<file path="src/rtl/fifo_pkg.sv">
// rtl/fifo_pkg.sv - shared pointer helpers for the dual-clock gray-pointer FIFO
package fifo_pkg;

  localparam int ADDRSIZE_DEF = 4;
  localparam int PTRW_DEF     = ADDRSIZE_DEF + 1;

  // Wide enough for any pointer; callers cast the result down to their width.
  function automatic logic [31:0] bin2gray(input logic [31:0] bin);
    return bin ^ (bin >> 1);
  endfunction

endpackage

</file>
<file path="src/rtl/sync_w2r.sv">
// rtl/sync_w2r.sv - multi-flop synchronizer carrying the write gray pointer into rclk
module sync_w2r
  import fifo_pkg::*;
#(
  parameter int WIDTH       = PTRW_DEF,
  parameter int SYNC_STAGES = 2
) (
  input  logic             clk_i,
  input  logic             rst_ni,
  input  logic [WIDTH-1:0] d_i,
  output logic [WIDTH-1:0] q_o
);

  logic [WIDTH-1:0] sync_q [SYNC_STAGES];

  always_ff @(posedge clk_i) begin
    if (!rst_ni) begin
      for (int i = 0; i < SYNC_STAGES; i++) sync_q[i] <= '0;
    end else begin
      sync_q[0] <= d_i;
      for (int i = 1; i < SYNC_STAGES; i++) sync_q[i] <= sync_q[i-1];
    end
  end

  assign q_o = sync_q[SYNC_STAGES-1];

endmodule

</file>
<file path="src/rtl/rptr_empty_fwft.sv">
// rtl/rptr_empty_fwft.sv - FIFO read-side controller: gray rptr, empty flag, 2-entry FWFT output
module rptr_empty_fwft
  import fifo_pkg::*;
#(
  parameter int DSIZE       = 8,
  parameter int ADDRSIZE    = ADDRSIZE_DEF,
  parameter int SYNC_STAGES = 2
) (
  input  logic                rclk,
  input  logic                rrst_n,
  input  logic [ADDRSIZE:0]   wptr,
  output logic [ADDRSIZE:0]   rptr,
  output logic [ADDRSIZE-1:0] raddr,
  output logic                ren,
  input  logic [DSIZE-1:0]    mem_rdata,
  output logic                rempty,
  output logic                m_tvalid,
  output logic [DSIZE-1:0]    m_tdata,
  input  logic                m_tready
);

  localparam int PTRW = ADDRSIZE + 1;

  logic [PTRW-1:0]  rq_wptr;
  logic [PTRW-1:0]  rbin_q, rbin_d;
  logic [PTRW-1:0]  rptr_q, rptr_d;
  logic             rempty_q, rempty_d;
  logic             rd_pend_q;
  logic [DSIZE-1:0] buf_q [2];
  logic             wr_idx_q, rd_idx_q;
  logic [1:0]       count_q, count_d;
  logic             push, pop;
  logic [2:0]       occ, occ_after_pop;

  sync_w2r #(
    .WIDTH      (PTRW),
    .SYNC_STAGES(SYNC_STAGES)
  ) u_sync_w2r (
    .clk_i (rclk),
    .rst_ni(rrst_n),
    .d_i   (wptr),
    .q_o   (rq_wptr)
  );

  // Credit counts words held plus the read still in flight, so the buffer can never overflow.
  always_comb begin
    push          = rd_pend_q;
    pop           = m_tvalid & m_tready;
    occ           = {1'b0, count_q} + {2'b00, rd_pend_q};
    occ_after_pop = occ - {2'b00, pop};
    ren           = ~rempty_q & (occ_after_pop < 3'd2);
    rbin_d        = rbin_q + {{ADDRSIZE{1'b0}}, ren};
    rptr_d        = PTRW'(bin2gray(32'(rbin_d)));
    rempty_d      = (rptr_d == rq_wptr);
    count_d       = count_q;
    case ({push, pop})
      2'b10:   count_d = count_q + 2'd1;
      2'b01:   count_d = count_q - 2'd1;
      default: count_d = count_q;
    endcase
  end

  always_ff @(posedge rclk) begin
    if (!rrst_n) begin
      rbin_q    <= '0;
      rptr_q    <= '0;
      rempty_q  <= 1'b1;
      rd_pend_q <= 1'b0;
      buf_q[0]  <= '0;
      buf_q[1]  <= '0;
      wr_idx_q  <= 1'b0;
      rd_idx_q  <= 1'b0;
      count_q   <= 2'd0;
    end else begin
      rbin_q    <= rbin_d;
      rptr_q    <= rptr_d;
      rempty_q  <= rempty_d;
      rd_pend_q <= ren;
      count_q   <= count_d;
      if (push) begin
        buf_q[wr_idx_q] <= mem_rdata;
        wr_idx_q        <= ~wr_idx_q;
      end
      if (pop) rd_idx_q <= ~rd_idx_q;
    end
  end

  assign rptr     = rptr_q;
  assign raddr    = rbin_q[ADDRSIZE-1:0];
  assign rempty   = rempty_q;
  assign m_tvalid = (count_q != 2'd0);
  assign m_tdata  = buf_q[rd_idx_q];

  a_no_overflow: assert property (@(posedge rclk) disable iff (!rrst_n) push |-> (count_q != 2'd2));

endmodule
</file>
<file path="config.mk">
export PLATFORM = sky130hd
export DESIGN_NAME = rptr_empty_fwft
export DESIGN_NICKNAME = d
export VERILOG_FILES = /design/src/rtl/fifo_pkg.sv /design/src/rtl/sync_w2r.sv /design/src/rtl/rptr_empty_fwft.sv
export SDC_FILE = /design/constraint.sdc
export NUM_CORES = 1
export LEC_CHECK = 0
export CAP_MARGIN = 20
export CORE_MARGIN = 2
export CORE_UTILIZATION = 45
export DETAILED_ROUTE_END_ITERATION = 10
export PLACE_DENSITY = 0.75
export SLEW_MARGIN = 15
export SYNTH_ARGS = -nofsm -noshare
export SYNTH_HDL_FRONTEND = slang
export SYNTH_SLANG_ARGS = --single-unit
</file>
<file path="constraint.sdc">
create_clock -name rclk -period 5.3 [get_ports rclk]
set_input_delay 1.59 -clock rclk [delete_from_list [all_inputs] [get_ports rclk]]
set_output_delay 1.59 -clock rclk [all_outputs]
set_load 0.01 [all_outputs]
</file>
==> impl_summary.txt <==
----------------------------------------------------
[Detailed routing]
  Total via count in the routed design ... between 1k and 1.5k
  Length of routed met3 wiring ... 171 um
  # DRC ... 0
  Length of routed wiring on met1 ... between 1 and 1.5 mm
  WL final ... 2.86 mm
  DR vias/cell ... 4.62
  Violation count after the first detailed-routing iteration ... 29
  Max layer used ... met4
  Remaining antenna violation count ... 0
  Routed length per instance ... 12.1 um
  Detailed-router iteration count before antenna repair ... 4
  Met2 WL post-DR ... roughly 1.5 mm

[Logic synthesis]
  Asr flop ratio synth ... 0%
  Biggest area contributors in the synthesized netlist ... dfxtp_1, edfxtp_1, and2_1, mux2_2, xor2_1
  Dominant combinational cell family by area after synthesis ... simple AND/OR/NAND/NOR gates
  Multiplexer share of the synthesized area ... 5.16%
  Sequential area share after synthesis ... 57.3%
  Distinct cells, synth ... 27
  XOR/XNOR share of the synthesized area ... 9.38%
  Area share of the largest cell type after synthesis ... 29.8%
  Dominant cell by count in the synthesized netlist ... and2_1
  Cell taking the most area after synthesis ... dfxtp_1
  Adder-Cell Fraction of Synth Area ... 4.01%
  Number of synthesized flops with an enable pin ... 16
  Compound-Gate Fraction of Synth Area ... 2.01%
  Syn nets ... 166
  Synthesized cell area ... about 1700 sq um
  Number of synthesized register bits ... 42
  Simple-gate share of the synthesized area ... 20.4%
  Synthesis Warnings ... 0
  Number of instances in the synthesized netlist ... ~150
  Average size of a mapped cell ... roughly 12 sq um
  Leading post-synthesis cells by instance count ... and2_1, dfxtp_1, edfxtp_1
  Dominant register cell in the synthesized netlist ... dfxtp_1

[STA]
  Setup-violating endpoint count in the final report ... 0
  Tcrit/Tclk final ... between 90 and 100%
  Max-slew headroom ... 49.9%
  Shortest period the worst path allows ... ~5.2 ns
  Fin worst setup slack ... 0.142 ns
  Final worst clock skew ... 0.00315 ns
  Final count of pins violating max slew ... 0
  Number of hold violations in the final report ... 0
  Slew at the pin with the worst max-slew slack ... 0.749 ns
  Fmax ... approximately 190 MHz
  RSZ-0062 raised after global routing ... no

[Critical path]
  Data required time of the worst path ... about 3.7 ns
  Critical Path AT ... 3.57 ns
  Slowest stage cell, crit path ... fa_1
  Crit. End Element ... output port
  Category of the most critical setup path ... in -> out
  Crit path cell chain ... clkdlybuf4s50_1, and2_1, ha_1, nand2b_1, fa_1, xor2_1, nor3b_2, clkbuf_2
  Launching element type of the critical path ... input pin
  Largest fanout on the critical path ... 2
  Largest stage delay on the critical path ... roughly 0.4 ns

[Placement]
  Worst setup slack after placement ... -0.372 ns
  Estimated wirelength of the detail-placed design ... between 2 and 2.5 mm
  Number of buffer cells added on primary ports ... 35
  Routability congestion estimate from global placement ... 0.685

[Die]
  Die Width ... around 66 um
  Count of standard-cell rows ... 22
  Die Ht ... 66.3 um
  Total Die Area ... 4400 sq um
  Core Box Area ... approximately 3700 sq um
  Starting Density ... 47.4%
  I/O pins ... 36

[Layout]
  Number of diodes added for antenna fixing ... 0
  Count of filler cells inserted in the layout ... 315
  Combined area of the multi-input logic cells ... 721 sq um
  Sequential Area ... 1000 sq um
  Area grow syn2layout ... 29.2%
  Fraction of final layout cells sized beyond drive strength 1 ... 15.0%
  Total Nets Final ... approximately 210

[CTS]
  H-tree levels ... 2
  Bufs on Longest Clock Path ... 2
  TritonCTS clock tree ... yes
  Clock Sink Count ... 42
  Root buf cell ... clkbuf_8
  Inserted Clock Buffers ... 5
  Clock latency on the worst-skew pair ... 0.29 ns
  Clock transition at path regs ... around 0.08 ns
  Total of hold buffers inserted after clock tree synthesis ... 0
  Post-CTS Repair Setup Buffers ... 0

[Power and ir drop]
  Total power ... 0.977 mW
  P_leak ... 0.904 nW
  Power density over the cells ... 433 nW/um^2
  Worst ir drop on vdd ... approximately 0.31 mV

[Global route]
  Sum of overflow across all layers after global routing ... 0
  Vias in the first global route ... 1,081
  Global routing usage summed across all routing layers ... 14.6%
  Initial antenna violation count ... 0
  Largest net degree at the start of global routing ... 31
  Wire length of the first global-routing pass ... 4.66 mm

[Job]
  Max Cap Viol ... 0

[Run status]
  Run status ... finished clean

[Min path]
  Path class of the lowest-slack min-delay path ... reg -> reg

----------------------------------------------------
[sequential cells by signal, indices dropped and copies added (netlist names), named ones only]
register           count
buf_q                 16
count_q                2
push                   1
rbin_q                 5
rd_idx_q               1
rempty                 1
rptr                   4
u_sync_w2r.sync_q     10
wr_idx_q               1
[metrics by stage]
stage	area (sq um)	utilization [%]	TNS (ns)	hold WS, ns	instances
6_report	2260	61.2	0	0.435	235
5_1_grt	2260	61.2	0	0.448	235
2_1_floorplan	1750	-	0	0.412	145
3_5_place_dp	2160	58.6	-0.372	0.419	226
4_1_cts	2260	61.2	0	0.439	234
3_3_place_gp	2160	58.6	-0.225	0.415	226
[cell families after synthesis]
| family | count (synthesis) |
|---|---|
| and+or+nand+nor | 60 |
| DFF | 42 |
| xor gates and xnor gates | 17 |
| buffers and inverters | 8 |
| muxes | 8 |
| AOI/OAI and AO/OA | 5 |
| adders and majority gates | 5 |
[worst max-delay path: cells and delay by family]
family	cells	cell delay (ns)
simple gates	3	0.55
buf+inv	2	0.56
fa+ha+maj	2	0.70
xor+xnor	1	0.16
[cells in the final DEF (no fill, tap or decap), drive strengths merged, types with 4 or more instances in the layout]
master / synthesis / layout
xnor2: 8 / 8
buf: 0 / 4
xor2: 9 / 9
nor2: 4 / 4
dfxtp: 26 / 26
clkdlybuf4s50: 0 / 34
and2: 36 / 36
edfxtp: 16 / 16
nor2b: 4 / 4
mux2: 8 / 8
ha: 4 / 4
clkbuf: 5 / 6
nand2: 5 / 5
[power breakdown]
part           switching (mW)  internal [mW]
clock network           0.107         0.0924
logic                   0.146          0.202
registers              0.0356          0.394
total                   0.289          0.688
[path summary, 6_finish.rpt]
| path | start | end | slack (ns) | cells past startpoint |
|---|---|---|---|---|
| worst min register to register | u_sync_w2r.sync_q[0][1]$_SDFF_PN0_ | u_sync_w2r.sync_q[0][6]$_SDFF_PN0_ | 0.43 | 1 |
| worst min-delay path | u_sync_w2r.sync_q[0][1]$_SDFF_PN0_ | u_sync_w2r.sync_q[0][6]$_SDFF_PN0_ | 0.43 | 1 |
| worst max register to register | count_q[1]$_SDFFE_PN0N_ | rempty$_SDFF_PN1_ | 1.54 | 15 |
| worst max-delay path | m_tready | ren | 0.14 | 8 |
[repair_timing]
item,in CTS,in global routing
setup endpoints to repair,1,1
gates resized for setup,3,1
hold endpoints to repair,0,0
[cell type report]
class                   instances  area share, %
flip-flops and latches         42           44.4
clock inverters                 3          0.943
repair buffers                 39           16.5
multi-input cells              95           31.9
inverters                       3          0.499
clock buffers                   5           3.05
well taps                      48           2.66
[metal layers]
| layer | track usage, % | up-vias |
|---|---|---|
| met2 | 25.1 | 25 |
| li1 | - | 551 |
| met5 | 0 | - |
| met4 | 5.36 | 0 |
| met1 | 15.6 | 505 |
| met3 | 6.47 | 4 |
(Power assumes the default switching activity.)
